[src/rtl/trp_seq_ctrl.sv]
// Job sequencer for the trp_fifo transposer: init, fill NROW rows, drain NROW vectors
// through a 2-entry store that absorbs the buffer's fixed 1-cycle read latency.
//
//   state   | meaning
//   S_IDLE  | waiting for start; ff_mode latched on a legal start
//   S_INIT  | one-cycle ffinit, counters cleared
//   S_FILL  | accepting rows on s_valid/s_ready, one ffwreq per row
//   S_DRAIN | issuing ffrreq, streaming vectors out on m_valid/m_ready
module trp_seq_ctrl #(
  parameter int BUFFD = 64
) (
  input  logic               clk,
  input  logic               reset_n,
  input  logic               start,
  input  logic [1:0]         mode_in,
  input  logic               abort,
  output logic               busy,
  output logic               done,
  output logic               err,
  input  logic               s_valid,
  output logic               s_ready,
  output logic [1:0]         ff_mode,
  output logic               ffinit,
  output logic               ffwreq,
  output logic               ffrreq,
  input  logic [BUFFD*8-1:0] ffrdata,
  input  logic               ffrvld,
  output logic               m_valid,
  input  logic               m_ready,
  output logic [BUFFD*8-1:0] m_data,
  output logic               m_last
);

  localparam int CW = $clog2(BUFFD) + 1;
  localparam int DW = BUFFD * 8;
  localparam logic [CW-1:0] NR8  = CW'(BUFFD);
  localparam logic [CW-1:0] NR32 = CW'(BUFFD / 4);
  localparam logic [CW-1:0] ONE  = CW'(1);
  localparam logic [1:0] MODE_BIT8  = 2'b01;
  localparam logic [1:0] MODE_BIT32 = 2'b10;

  typedef enum logic [1:0] {S_IDLE, S_INIT, S_FILL, S_DRAIN} state_e;

  state_e          state_q, state_d;
  logic [1:0]      mode_q, mode_d;
  logic [CW-1:0]   wcnt_q, wcnt_d;
  logic [CW-1:0]   rcnt_q, rcnt_d;
  logic [CW-1:0]   ocnt_q, ocnt_d;
  logic            inflt_q;
  logic            drop_q, drop_d;
  logic            done_q, done_d;
  logic            err_q, err_d;
  logic [1:0]      cnt_q, cnt_d;
  logic [DW-1:0]   ent0_q, ent0_d;
  logic [DW-1:0]   ent1_q, ent1_d;

  logic [CW-1:0]   nrow;
  logic            pop;
  logic            push;
  logic            rd_c;
  logic [2:0]      pend;

  assign nrow    = (mode_q == MODE_BIT8) ? NR8 : NR32;
  assign m_valid = (cnt_q != 2'd0);
  assign m_data  = ent0_q;
  assign m_last  = m_valid && (ocnt_q == nrow - ONE);
  assign pop     = m_valid & m_ready;
  // A read that lands the cycle after an abort belongs to the cancelled job.
  assign push    = ffrvld & ~drop_q;

  assign busy    = (state_q != S_IDLE);
  assign ffinit  = (state_q == S_INIT);
  assign s_ready = (state_q == S_FILL);
  assign ffwreq  = s_valid & s_ready;
  assign ff_mode = mode_q;
  assign done    = done_q;
  assign err     = err_q;

  // Reads in flight plus stored entries, net of this cycle's pop, must leave room.
  assign pend    = {2'b00, inflt_q} + {1'b0, cnt_q} - {2'b00, pop};
  assign rd_c    = (state_q == S_DRAIN) && (rcnt_q < nrow) && (pend < 3'd2);
  assign ffrreq  = rd_c;

  always_comb begin
    state_d = state_q;
    mode_d  = mode_q;
    wcnt_d  = wcnt_q;
    rcnt_d  = rcnt_q;
    ocnt_d  = ocnt_q;
    done_d  = 1'b0;
    err_d   = 1'b0;
    drop_d  = 1'b0;

    case (state_q)
      S_IDLE: begin
        if (start) begin
          if (mode_in == MODE_BIT8 || mode_in == MODE_BIT32) begin
            mode_d  = mode_in;
            state_d = S_INIT;
          end else begin
            err_d = 1'b1;
          end
        end
      end
      S_INIT: begin
        wcnt_d  = '0;
        rcnt_d  = '0;
        ocnt_d  = '0;
        state_d = S_FILL;
      end
      S_FILL: begin
        if (ffwreq) begin
          wcnt_d = wcnt_q + ONE;
          if (wcnt_q == nrow - ONE) state_d = S_DRAIN;
        end
      end
      S_DRAIN: begin
        if (rd_c) rcnt_d = rcnt_q + ONE;
        if (pop) begin
          ocnt_d = ocnt_q + ONE;
          if (m_last) begin
            state_d = S_IDLE;
            done_d  = 1'b1;
          end
        end
      end
      default: state_d = S_IDLE;
    endcase

    ent0_d = ent0_q;
    ent1_d = ent1_q;
    cnt_d  = cnt_q;
    case ({push, pop})
      2'b10: begin
        if (cnt_q == 2'd0) ent0_d = ffrdata;
        else               ent1_d = ffrdata;
        cnt_d = cnt_q + 2'd1;
      end
      2'b01: begin
        ent0_d = ent1_q;
        cnt_d  = cnt_q - 2'd1;
      end
      2'b11: begin
        if (cnt_q == 2'd1) begin
          ent0_d = ffrdata;
        end else begin
          ent0_d = ent1_q;
          ent1_d = ffrdata;
        end
      end
      default: ;
    endcase

    if (abort && state_q != S_IDLE) begin
      state_d = S_IDLE;
      done_d  = 1'b0;
      drop_d  = 1'b1;
      cnt_d   = 2'd0;
    end
  end

  always_ff @(posedge clk or negedge reset_n) begin
    if (!reset_n) begin
      state_q <= S_IDLE;
      mode_q  <= 2'b00;
      wcnt_q  <= '0;
      rcnt_q  <= '0;
      ocnt_q  <= '0;
      inflt_q <= 1'b0;
      drop_q  <= 1'b0;
      done_q  <= 1'b0;
      err_q   <= 1'b0;
      cnt_q   <= 2'd0;
      ent0_q  <= '0;
      ent1_q  <= '0;
    end else begin
      state_q <= state_d;
      mode_q  <= mode_d;
      wcnt_q  <= wcnt_d;
      rcnt_q  <= rcnt_d;
      ocnt_q  <= ocnt_d;
      inflt_q <= rd_c;
      drop_q  <= drop_d;
      done_q  <= done_d;
      err_q   <= err_d;
      cnt_q   <= cnt_d;
      ent0_q  <= ent0_d;
      ent1_q  <= ent1_d;
    end
  end

endmodule

[config.mk]
export PLATFORM = sky130hd
export DESIGN_NAME = trp_seq_ctrl
export DESIGN_NICKNAME = d
export VERILOG_FILES = /design/src/rtl/trp_seq_ctrl.sv
export SDC_FILE = /design/constraint.sdc
export NUM_CORES = 2
export LEC_CHECK = 0
export CAP_MARGIN = 20
export CORE_AREA = 2 2 412 414
export CTS_CLUSTER_SIZE = 10
export DETAILED_ROUTE_END_ITERATION = 12
export DIE_AREA = 0 0 414 416
export GPL_ROUTABILITY_DRIVEN = 0
export PLACE_DENSITY = 0.5
export SLEW_MARGIN = 20
export SYNTH_ARGS = -nofsm -noshare
export SYNTH_HDL_FRONTEND = slang
export SYNTH_SLANG_ARGS = --single-unit
[constraint.sdc]
create_clock -name clk -period 4.1 [get_ports clk]
set_input_delay 0.82 -clock clk [delete_from_list [all_inputs] [get_ports clk]]
set_output_delay 0.82 -clock clk [all_outputs]
set_load 0.01 [all_outputs]
Word-level counts from Yosys, hierarchy flattened
Index checks and enable logic that the tools add are counted.
- flip-flop bits (word level): 1055
- input bits: 521
- add/sub/neg operators: 8
- $lt $le $gt $ge: 2
- equal/unequal tests: 24
- muxes and demuxes: 31
- bitwise operators: 4
- reductions and logical operators: 21
- operator list (kind ; number):
    $mux W512 ; 4
    $pmux W512 S3 ; 1
    $pmux W512 S2 ; 1
    $pmux W7 S2 ; 3
    $mux W7 ; 4
    $add A7 B1 Y7 const B ; 3
    $mux W2 ; 8
    $eq A7 B7 Y1 ; 2
    $eq A2 B1 Y1 const B ; 5
    $eq A2 B2 Y1 const B ; 5
    $ne A2 B2 Y1 const B ; 5
    $reduce_bool A2 Y1 ; 5
    $mux W1 ; 8
    $pmux W2 S4 ; 1
    $reduce_and A2 Y1 ; 4
    $lt A7 B7 Y1 ; 1
    $sub A7 B1 Y7 const B ; 1
    $ne A3 B1 Y1 const B ; 2
    $ne A3 B2 Y1 const B ; 2
    $ne A3 B3 Y1 const B ; 2
    $reduce_and A3 Y1 ; 2
    $reduce_and A6 Y1 ; 1
    $reduce_bool A3 Y1 ; 2
    $logic_and A1 B1 Y1 ; 4
    11 further kinds ; 14

Longest topological paths before layout
- word-level depth: 9
- depth in mapped cells: 12

Worst setup path after synthesis
OpenSTA, ideal clock, no wires.
- kind: register to output
- start: register cnt_q[1]
- end: output ffrreq
- data arrival time: 2.712 ns
- required time: 3.280 ns
- slack: 0.568 ns
- stages on the path, launching flop included: 12
- path buffers: 0
- cells stage by stage: dfrtp_1 inv_1 ha_1 nand2b_2 inv_2 ha_1 nand2b_1 fa_1 xor2_1 nor3_1 nand2_1 inv_1
- word-level cells in the longest chain between the ends: 5
- ends and longest elaborated chain (item ; line ; source):
    start: declaration ; 53 ; logic [1:0] cnt_q, cnt_d;
    start signal: assignment ; 186 ; cnt_q <= cnt_d;
    branches (longest 2 deep; another with $add A1 B2 Y3) ; - ;
    $sub A3 B1 Y3 * ; 80 ; assign pend = {2'b00, inflt_q} + {1'b0, cnt_q} - {2'b00, pop};
    $lt A3 B2 Y1 * ; 81 ; assign rd_c = (state_q == S_DRAIN) && (rcnt_q < nrow) && (pend < 3'd2);
    $logic_and A1 B1 Y1 * ; 81 ;
    end: declaration ; 25 ; output logic ffrreq,
Mark *: on every way between the ends.

Worst setup path in the final report
- start: register cnt_q[0]
- end: output ffrreq
Same word-level chain as after synthesis.

==> key figures <==
Die
  • Initial core utilization: 0.2629
  • Floorplan core area: 168,100 um2
  • Die ar.: 172,200 um2
  • # IOs: 1,044
  • Die X-Extent: 414 um
  • Num rows: 151
  • Die H: 416 um

Synth
  • FF+latch count, synth: around 1.1k
  • Post-Synth XOR/XNOR Area: 0.001982
  • Distinct cells, synth: 40
  • Primary FF master, synth: dfrtp_1
  • Post-synthesis mux area share: 0.2469
  • Largest family of logic cells by synthesized area: multiplexers
  • EDFF count, synth: 0
  • Synthesized instance count: 3,486
  • Avg Cell Area, Syn: 12.68 um2
  • Ys async rst share: 1.000
  • Yosys warns: 0
  • Sequential share of the synthesized area: 0.5973
  • Compound-cell area share of the yosys netlist: 0.06267
  • Synth Cell Area: 44,200 um2
  • Synth Net Count: 4,019
  • Post-Synth Adder-Cell Area: 0.003567
  • Simple-Gate Fraction of Synth Area: 0.05322

Critical path
  • Critical Path Most Common Cell: inv_2
  • Worst R2R Setup Slack: 1420 ps
  • CP Cell Sequence: inv_2 > ha_1 > nand2b_2 > inv_2 > ha_1 > nand2b_1 > fa_1 > nand2_1 > nor3_2 > nand2_1 > inv_2 > buf_4
  • Crit path DAT: 3080 ps
  • Critical path launch point: cnt_q[0]$_DFFE_PN0P_
  • WP data required: 3280 ps
  • WP depth: 12
  • Crit end category: output port
  • Buf/Inv on CP: 4
  • Worst R2R Path Depth: 14
  • Worst path max stage delay: 490 ps
  • Worst R2R Start: cnt_q[0]$_DFFE_PN0P_
  • Reg-to-reg endpoint: rcnt_q[3]$_DFFE_PN0P_
  • CP delay by family, top: adder cells
  • Critical path's slowest cell: fa_1
  • CP endpoint: ffrreq
  • Worst-path fanout max: 3
  • Crit Path Class: reg -> out
  • Startpoint Class: register

Route
  • Via count: 30.08k
  • Routed Antenna Nets: 0
  • Residual DRC: 0
  • Post-DR vias/cell: roughly 4.4
  • Routed WL: 146,400 um
  • Router iterations before antenna repair: 4
  • Initial drt markers: roughly 1.4k
  • Wire length per cell: 21.39 um

CTS
  • Clk sink count: 1,055
  • CTS tree: built
  • Root buffer cell: clkbuf_16
  • H-tree Lvls: 4
  • Cts bufs inserted: 133
  • CTS clk-pin slew, worst paths: ~60 ps
  • Clock latency on the worst-skew pair: 790 ps
  • Worst-case clock buffer depth: 3

Place
  • DP Wirelength: 108,100 um
  • Placed cells: roughly 6.6k
  • IO buf count: 1,043

Status
  • Status: complete, no violations

Timing
  • Skew final: around 21 ps
  • Final Cycle Share: 0.9517
  • Final Hold Viols: 0
  • Setup violations, final: 0
  • Setup TNS: 0 ps
  • Fmax: 256.3 MHz
  • Max-slew violation count: 0
  • Final Critical Period: 3902 ps
  • Rel. slew slack: 0.3845
  • Worst-Margin Slew: between 900 and 1000 ps

Layout
  • Area delta synth->final: 38.78%
  • Final Net Count: just over 5k
  • Most frequent cells in the layout: dfrtp_1 (1,055), clkdlybuf4s50_1 (1,041), nand2_1 (532), mux2_2 (514), mux2i_1 (512)
  • Post-route insts no fill: between 6k and 7k
  • Layout cells sized above 1: 0.1757
  • Commonest non-fill, non-tap cell in the layout: dfrtp_1

Pwr
  • PwrDens: 810.5 nW/um2
  • Peak supply drop: roughly 420 uV
  • Pleak: 0.02539 uW

Global routing
  • Initial antenna violation count: 45
  • First-pass GRT wire length: 214,600 um
  • Vias in the first global route: 30.50k
  • GRT overflow: 0
  • GRT Total Usage: 0.1677
  • Pin count of the biggest net entering global routing: 152

Worst hold path
  • Hold Path Class: in -> async

Flow run
  • Max Cap Viol: 0
[Yosys cell counts, types with 2 or more instances]
| cell type | instances | share of area |
|---|---|---|
| buf_6 | 39 | 0.0099 |
| o21ai_1 | 412 | 0.047 |
| ha_1 | 11 | 0.0031 |
| xnor2_1 | 2 | 0.00040 |
| nand2b_1 | 3 | 0.00042 |
| nand3_1 | 13 | 0.0015 |
| nor2b_1 | 5 | 0.00071 |
| xor2_1 | 8 | 0.0016 |
| nor2_1 | 19 | 0.0016 |
| and2_1 | 4 | 0.00057 |
| buf_2 | 76 | 0.0086 |
| o31ai_1 | 3 | 0.00051 |
| mux2i_1 | 512 | 0.12 |
| inv_1 | 9 | 0.00076 |
| and3_1 | 3 | 0.00042 |
| buf_1 | 8 | 0.00068 |
| buf_4 | 60 | 0.010 |
| a21oi_1 | 6 | 0.00068 |
| nand2_1 | 532 | 0.045 |
| nor3_1 | 2 | 0.00023 |
| or2_2 | 2 | 0.00028 |
| o21ai_0 | 117 | 0.013 |
| clkbuf_1 | 43 | 0.0037 |
| clkbuf_4 | 2 | 0.00034 |
| dfrtp_1 | 1055 | 0.60 |
| a31oi_1 | 3 | 0.00042 |
| nand4_1 | 11 | 0.0016 |
| mux2_2 | 514 | 0.13 |
[registers in the layout, summed over array words and instances, names as in the netlist]
register and count:
ff_mode 2, wcnt_q 7, state_q 2, err 1, ent1_q 512, drop_q 1
cnt_q 2, done 1, inflt_q 1, rcnt_q 7, m_data 512, ocnt_q 7
[metrics by stage]
stage / utilization / total power, uW / hold WS (ps) / worst slack (ps) / area, um2
after detailed placement: 0.3404 / 39140 / 468.9 / -137.9 / 57230
after CTS: 0.3646 / 50600 / 77.32 / 52.66 / 61300
after global placement: 0.3404 / 38730 / 463.2 / -275.0 / 57230
final: 0.3648 / 49720 / 120.0 / 198.0 / 61340
after floorplan: - / 29410 / 448.3 / 568.2 / 44200
after global routing: 0.3648 / 52960 / 114.5 / -5.914 / 61340
[timing repair]
| action | in CTS | in global routing |
|---|---|---|
| hold buffers | 0 | 0 |
| cloned | 0 | 0 |
| endpoints found under the setup margin | 1 | 1 |
| pin swaps | 0 | 2 |
| endpoints found under the hold margin | 0 | 0 |
| buffers inserted | 0 | 1 |
| resized for setup | 5 | 3 |
[how the worst min path moves through the flow]
stage / slack [ps] / endpoint / cells after the start
global route: 110 / m_data[106]$_DFFE_PN0P_ / 1
CTS: 80 / ent1_q[105]$_DFFE_PN0P_ / 1
finish: 120 / ent1_q[105]$_DFFE_PN0P_ / 1
global placement: 460 / m_data[287]$_DFFE_PN0P_ / 2
floorplan: 450 / ocnt_q[6]$_DFFE_PN0P_ / 1
detailed placement: 470 / m_data[341]$_DFFE_PN0P_ / 2
[power breakdown]
part / total (uW) / switching (uW) / internal, uW
clock network: 11200 / 4670 / 6490
logic: 20200 / 9740 / 10500
registers: 18400 / 2760 / 15600
[logic make-up (layout without fill, tap and decap cells)]
logic type / after synthesis / count (layout)
flops: 1055 / 1055
mux: 1026 / 1026
simple gates: 598 / 598
compound gates: 546 / 546
buf+inv: 239 / 1369
fa+ha+maj: 12 / 12
xor+xnor: 10 / 10
other cells: 0 / 12
[worst register-to-register path, delay by kind of cell (launching register included)]
kind,cells,cell delay [ps]
XOR/XNOR,1,150
adder cells (fa/ha/maj),3,900
buffers and inverters,4,380
flip-flops,1,360
AND/OR/NAND/NOR,6,760
[area by class of cell]
| cell class | instances | area (um2) |
|---|---|---|
| Fill cell | 16570 | 106800 |
| Clock buffer | 186 | 3749 |
| Antenna cell | 12 | 30.03 |
| Sequential cell | 1055 | 26400 |
| Tap cell | 2218 | 2775 |
| Timing Repair Buffer | 1151 | 11730 |
| Multi-Input combinational cell | 2192 | 16300 |
| Inverter | 10 | 37.54 |
| Clock inverter | 22 | 320.3 |
[layer usage]
| layer | share of wire | track usage | vias to the layer above |
|---|---|---|---|
| li1 | - | - | 14230 |
| met1 | 0.41 | 0.1967 | 14870 |
| met2 | 0.49 | 0.2811 | 723 |
| met3 | 0.078 | 0.06703 | 237 |
| met4 | 0.025 | 0.05023 | 28 |
| met5 | 0.0013 | 0 | - |
Note: power is estimated with default switching activity, not from simulation.
